<file path="src/rtl/fft_peak_detect_if.sv">
// Streaming bin input and per-frame peak result bus for fft_peak_detect.
// The master side feeds bins and accepts results; the slave side is the detector.
interface fft_peak_detect_if #(
  parameter int M = 3,
  parameter int W = 16
);
  logic                 in_valid;
  logic                 in_ready;
  logic signed [W-1:0]  in_re;
  logic signed [W-1:0]  in_im;
  logic                 in_last;
  logic                 pk_valid;
  logic                 pk_ready;
  logic [M-1:0]         pk_bin;
  logic [2*W-1:0]       pk_mag;
  logic [2*W+M-1:0]     pk_energy;
  logic                 frame_err;

  modport master (
    output in_valid, in_re, in_im, in_last, pk_ready,
    input  in_ready, pk_valid, pk_bin, pk_mag, pk_energy, frame_err
  );

  modport slave (
    input  in_valid, in_re, in_im, in_last, pk_ready,
    output in_ready, pk_valid, pk_bin, pk_mag, pk_energy, frame_err
  );
endinterface

</file>
<file path="src/rtl/fft_peak_detect.sv">
// Per-frame peak finder for FFT bins: magnitude-squared, running max and energy,
// one result per well-formed frame; frames with a misplaced in_last are dropped.
module fft_peak_detect #(
  parameter int N = 8,
  parameter int M = 3,
  parameter int W = 16
) (
  input  logic              clk,
  input  logic              rst,
  fft_peak_detect_if.slave  bus
);
  localparam int EW = 2*W + M;
  localparam logic [M-1:0] LAST_IDX = M'(N-1);

  typedef enum logic [0:0] {ACC = 1'b0, HOLD = 1'b1} state_t;

  state_t          r_state;
  logic            r_in_ready;
  logic [M-1:0]    r_cnt;
  logic            r_s1_valid;
  logic            r_s1_last;
  logic            r_s1_err;
  logic [M-1:0]    r_s1_bin;
  logic [2*W-1:0]  r_s1_mag;
  logic [2*W-1:0]  r_max;
  logic [M-1:0]    r_max_bin;
  logic [EW-1:0]   r_energy;
  logic            r_pk_valid;
  logic [M-1:0]    r_pk_bin;
  logic [2*W-1:0]  r_pk_mag;
  logic [EW-1:0]   r_pk_energy;
  logic            r_frame_err;

  logic            w_accept;
  logic [2*W-1:0]  w_re_sq;
  logic [2*W-1:0]  w_im_sq;
  logic [2*W-1:0]  w_mag;
  logic            w_err;
  logic            w_first;
  logic            w_take;
  logic [2*W-1:0]  w_nxt_max;
  logic [M-1:0]    w_nxt_bin;
  logic [EW-1:0]   w_nxt_energy;
  logic            w_frame_done;

  assign w_accept = bus.in_valid && r_in_ready;
  // Signed operands, 2W-wide context: each square is non-negative and the sum tops out at 2^(2W-1).
  assign w_re_sq  = bus.in_re * bus.in_re;
  assign w_im_sq  = bus.in_im * bus.in_im;
  assign w_mag    = w_re_sq + w_im_sq;
  assign w_err    = bus.in_last != (r_cnt == LAST_IDX);

  // Bin 0 seeds the frame unconditionally; later bins win only on a strict increase.
  assign w_first      = (r_s1_bin == {M{1'b0}});
  assign w_take       = w_first || (r_s1_mag > r_max);
  assign w_nxt_max    = w_take ? r_s1_mag : r_max;
  assign w_nxt_bin    = w_take ? r_s1_bin : r_max_bin;
  assign w_nxt_energy = (w_first ? {EW{1'b0}} : r_energy) + {{M{1'b0}}, r_s1_mag};
  assign w_frame_done = r_s1_valid && r_s1_last && !r_s1_err;

  assign bus.in_ready  = r_in_ready;
  assign bus.pk_valid  = r_pk_valid;
  assign bus.pk_bin    = r_pk_bin;
  assign bus.pk_mag    = r_pk_mag;
  assign bus.pk_energy = r_pk_energy;
  assign bus.frame_err = r_frame_err;

  always_ff @(posedge clk) begin
    if (rst) begin
      r_cnt      <= {M{1'b0}};
      r_s1_valid <= 1'b0;
      r_s1_last  <= 1'b0;
      r_s1_err   <= 1'b0;
      r_s1_bin   <= {M{1'b0}};
      r_s1_mag   <= {(2*W){1'b0}};
    end else begin
      r_s1_valid <= w_accept;
      if (w_accept) begin
        r_s1_mag  <= w_mag;
        r_s1_bin  <= r_cnt;
        r_s1_last <= bus.in_last;
        r_s1_err  <= w_err;
        r_cnt     <= w_err ? {M{1'b0}} : r_cnt + M'(1);
      end else begin
        r_cnt <= r_cnt;
      end
    end
  end

  always_ff @(posedge clk) begin
    if (rst) begin
      r_state     <= ACC;
      r_in_ready  <= 1'b0;
      r_max       <= {(2*W){1'b0}};
      r_max_bin   <= {M{1'b0}};
      r_energy    <= {EW{1'b0}};
      r_pk_valid  <= 1'b0;
      r_pk_bin    <= {M{1'b0}};
      r_pk_mag    <= {(2*W){1'b0}};
      r_pk_energy <= {EW{1'b0}};
      r_frame_err <= 1'b0;
    end else begin
      r_frame_err <= 1'b0;
      if (r_s1_valid && r_s1_err) begin
        r_max       <= {(2*W){1'b0}};
        r_max_bin   <= {M{1'b0}};
        r_energy    <= {EW{1'b0}};
        r_frame_err <= 1'b1;
      end else if (r_s1_valid) begin
        r_max     <= w_nxt_max;
        r_max_bin <= w_nxt_bin;
        r_energy  <= w_nxt_energy;
      end else begin
        r_max <= r_max;
      end
      // A bin left in stage 1 when HOLD starts is bin 0 of the next frame, so HOLD never sees w_frame_done.
      case (r_state)
        ACC: begin
          if (w_frame_done) begin
            r_state     <= HOLD;
            r_in_ready  <= 1'b0;
            r_pk_valid  <= 1'b1;
            r_pk_bin    <= w_nxt_bin;
            r_pk_mag    <= w_nxt_max;
            r_pk_energy <= w_nxt_energy;
          end else begin
            r_in_ready <= 1'b1;
          end
        end
        HOLD: begin
          if (r_pk_valid && bus.pk_ready) begin
            r_state    <= ACC;
            r_pk_valid <= 1'b0;
            r_in_ready <= 1'b1;
          end else begin
            r_in_ready <= 1'b0;
          end
        end
        default: begin
          r_state    <= ACC;
          r_pk_valid <= 1'b0;
          r_in_ready <= 1'b0;
        end
      endcase
    end
  end
endmodule
</file>
<file path="src/flat_wrapper.sv">
// flat-port wrapper written by rule: the top's interface ports become plain ports
module fft_peak_detect_flat 
#(
  parameter int N = 8,
  parameter int M = 3,
  parameter int W = 16
)
  (clk, rst, bus_in_valid, bus_in_re, bus_in_im, bus_in_last, bus_pk_ready, bus_in_ready, bus_pk_valid, bus_pk_bin, bus_pk_mag, bus_pk_energy, bus_frame_err);
  fft_peak_detect_if #(.M(M), .W(W)) bus_i ();
  input  logic clk;
  input  logic rst;
  input wire logic [$bits(bus_i.in_valid)-1:0] bus_in_valid;
  input wire logic [$bits(bus_i.in_re)-1:0] bus_in_re;
  input wire logic [$bits(bus_i.in_im)-1:0] bus_in_im;
  input wire logic [$bits(bus_i.in_last)-1:0] bus_in_last;
  input wire logic [$bits(bus_i.pk_ready)-1:0] bus_pk_ready;
  output wire logic [$bits(bus_i.in_ready)-1:0] bus_in_ready;
  output wire logic [$bits(bus_i.pk_valid)-1:0] bus_pk_valid;
  output wire logic [$bits(bus_i.pk_bin)-1:0] bus_pk_bin;
  output wire logic [$bits(bus_i.pk_mag)-1:0] bus_pk_mag;
  output wire logic [$bits(bus_i.pk_energy)-1:0] bus_pk_energy;
  output wire logic [$bits(bus_i.frame_err)-1:0] bus_frame_err;
  assign bus_i.in_valid = bus_in_valid;
  assign bus_i.in_re = bus_in_re;
  assign bus_i.in_im = bus_in_im;
  assign bus_i.in_last = bus_in_last;
  assign bus_i.pk_ready = bus_pk_ready;
  assign bus_in_ready = bus_i.in_ready;
  assign bus_pk_valid = bus_i.pk_valid;
  assign bus_pk_bin = bus_i.pk_bin;
  assign bus_pk_mag = bus_i.pk_mag;
  assign bus_pk_energy = bus_i.pk_energy;
  assign bus_frame_err = bus_i.frame_err;
  fft_peak_detect #(.N(N), .M(M), .W(W)) u_core (.clk(clk), .rst(rst), .bus(bus_i));
endmodule
</file>
<file path="config.mk">
export PLATFORM = sky130hd
export DESIGN_NAME = fft_peak_detect_flat
export DESIGN_NICKNAME = d
export VERILOG_FILES = /design/src/rtl/fft_peak_detect_if.sv /design/src/rtl/fft_peak_detect.sv /design/src/flat_wrapper.sv
export SDC_FILE = /design/constraint.sdc
export NUM_CORES = 2
export LEC_CHECK = 0
export ABC_CLOCK_PERIOD_IN_PS = 9900
export BUFFER_PORTS_ARGS = -buffer_cell sky130_fd_sc_hd__buf_2
export CORE_MARGIN = 2
export CORE_UTILIZATION = 58
export DETAILED_ROUTE_END_ITERATION = 8
export MAX_ROUTING_LAYER = met4
export PLACE_DENSITY = 0.83
export SYNTH_ARGS = -nofsm -noshare
export SYNTH_HDL_FRONTEND = slang
export SYNTH_SLANG_ARGS = --single-unit
</file>
<file path="constraint.sdc">
create_clock -name clk -period 9.9 [get_ports clk]
set_input_delay 2.475 -clock clk [delete_from_list [all_inputs] [get_ports clk]]
set_output_delay 2.475 -clock clk [all_outputs]
set_load 0.01 [all_outputs]
</file>
==> impl_metrics.toml <==
[clock_network]
cts_root_buf = "clkbuf_16"
cts_buffers = 17
clockBufferDepth = 2
clk_pin_slew_ns = 0.07
insertion_delay_ns = 0.44
post_cts_buffers = 0
cts_max_level = 4
hold_buffers = 0
cts.sinks = 185
cts-resized-gates = 0
cts_tree = "done"

[timing]
final.min_clock_period_ns = 9.443
finalSetupViolations = 0
tightest_slew_ns = 1.200
post-route-period-util_pct = 95.38
slew_viol_final = 0
slew_headroom_pct = 19.98
skew_ns = 0.01464
max_clock_freq_mhz = 105.9
rsz0062_at_grt = "false"
finalHoldViolCount = 0

[synthesis]
synth-seq-area-share_pct = 13.75
synthArstFlopShare_pct = 0
synth_nets = 3769
synth_edf_count = 0
netlist_area_mm2 = 0.02693
yosys_warnings = 0
syn-instance-count = 2998
synth_cell_types = 63
synth_seq_cells = 185
ys.flop_type = "dfxtp_1"
synth.avg_cell_area_um2 = 8.983

[global_route]
grt_usage_pct = 30.42
grt_pass1_wl_um = 111600
antenna_found_initial = 1
grt_max_degree = 64
grt_pass1_vias = 21700
grt-ovfl-total = 0

[die]
die_h_um = 219.5
fp.dieArea_mm2 = 0.04817
rows = 78
ios = 110
core-area_mm2 = 0.04558
floorplan.initialDensity_pct = 59.09
die_w_um = 219.5

[cells_and_area]
drive_above_1_share_pct = 8.113
utilization_pct = 63.79
final_common_cell = "inv_1"
area_growth_pct = 7.954
nNetsFinal = 3864
mostFrequentLayoutCells = "703 x inv_1, 521 x fa_1, 314 x nand2_1"

[routing]
vias = 20500
drcViolationCount = 0
ant_nets = 0
via_per_inst = 5.530
dr.pass1.iters = 5
routedWlPerCell_um = 18.28
wl_um = 67760
drt_iter0_drc = 1610

[status]
outcome = "completed"

[worst_setup_path]
criticalPathCategory = "in -> reg"
setup.worst_path.start_class = "input port"
worstSetupEndpointType = "flip-flop"
crit_fanout = 12
cp.arrival_ns = 9.77
critPathRequiredTime_ns = 10.23

[place]
post-dp-hpwl_um = 57500
portBuffers = 109
gp_congestion = 0.9602

[worst_hold_path]
hp-class = "reg -> reg"

[flow_run]
maxCapViolCount = 0
-- layer usage --
metal | up-vias | global-route usage, % | wire (um)
li1 | 9457 | - | -
met1 | 10170 | 39.90 | 29180
met2 | 729 | 50.64 | 32800
met3 | 142 | 2.857 | 3624
met4 | 0 | 8.874 | 2142
met5 | - | - | 0
-- registers in the layout (all words and copies together), names as in the netlist, 3 cells and up --
signal and flops:
u_core.bus.pk_bin 3, u_core.r_s1_bin 3, u_core.r_cnt 3, u_core.r_s1_mag 32
u_core.r_energy 35, u_core.r_max 32, u_core.bus.pk_energy 35, u_core.r_max_bin 3
u_core.bus.pk_mag 32
-- final timing paths --
path / from / endpoint / slack (ns) / depth (start not counted)
max: bus_in_re[8] / u_core.r_s1_mag[31]$_SDFFE_PP0P_ / 0.46 / 27
min: u_core.bus.pk_energy[10]$_SDFFE_PP0P_ / u_core.bus.pk_energy[10]$_SDFFE_PP0P_ / 0.45 / 2
max reg2reg: u_core.r_s1_bin[0]$_SDFFE_PP0P_ / u_core.r_energy[18]$_SDFFE_PP0P_ / 5.58 / 15
min reg2reg: u_core.bus.pk_energy[10]$_SDFFE_PP0P_ / u_core.bus.pk_energy[10]$_SDFFE_PP0P_ / 0.45 / 2
-- cell usage after synthesis, drive strengths merged, types with 13 or more instances --
cell | count | area share, %
xnor2 | 51 | 1.7
ha | 213 | 9.9
nand2b | 23 | 0.53
a21o | 41 | 1.1
clkbuf | 110 | 1.5
and2 | 125 | 2.9
inv | 704 | 9.8
nor3 | 50 | 0.93
nand2 | 315 | 4.4
fa | 521 | 39
nand3 | 64 | 1.2
mux2i | 22 | 0.82
a211oi | 21 | 0.59
nor2 | 105 | 1.5
a311oi | 31 | 1.0
o21ai | 105 | 2.0
buf | 13 | 0.19
a21oi | 114 | 2.1
xor2 | 24 | 0.78
dfxtp | 185 | 14
-- stage by stage --
stage	TNS [ns]	instances	area, um^2	setup WS [ns]	hold slack (ns)
after global placement	0	3674	28490	0.1027	0.4419
after detailed placement	-0.01306	3674	28490	-0.01306	0.4461
final	0	3707	29070	0.4572	0.4543
after global routing	0	3707	29070	0.1909	0.4788
after CTS	0	3706	29070	0.4568	0.4557
after floorplan	0	2998	26930	0.007677	0.4364
-- area by class of cell --
class / instances / area [um^2]
Clock inverter: 13 / 125.1
Tap cell: 600 / 750.7
Multi-Input combinational cell: 1984 / 20150
Fill cell: 3721 / 16500
Antenna cell: 1 / 2.502
Inverter: 706 / 2650
Timing Repair Buffer: 199 / 1234
Clock buffer: 19 / 452.9
Sequential cell: 185 / 3705
-- logic make-up (layout without fill, tap and decap cells) --
group | after synthesis | count (layout) | synth area share, %
mux | 24 | 24 | 0.9013
simple gates | 750 | 750 | 13.16
other cells | 0 | 1 | 0
xor+xnor | 75 | 75 | 2.439
compound gates | 401 | 401 | 9.566
buf+inv | 829 | 937 | 11.56
fa+ha+maj | 734 | 734 | 48.62
flops | 185 | 185 | 13.75
-- worst max-delay path: stages --
cell and delay [ns]:
buf_2 0.17, buf_4 0.21, nand2_1 0.13, inv_1 0.08, fa_1 0.52, fa_1 0.56, inv_1 0.06, fa_1 0.54
inv_1 0.05, fa_1 0.48, fa_1 0.57, fa_1 0.43, fa_1 0.51, inv_1 0.06, fa_1 0.48, inv_1 0.04
ha_1 0.33, o211ai_1 0.19, a211oi_1 0.14, a2111oi_2 0.32, buf_4 0.18, nor2_1 0.07, a221o_1 0.39, a31oi_4 0.21
o21ai_1 0.10, and3_1 0.15, a311o_1 0.30
Power is not shown: default switching activity piles up to over one toggle a cycle in this logic, so the estimate is an artifact.
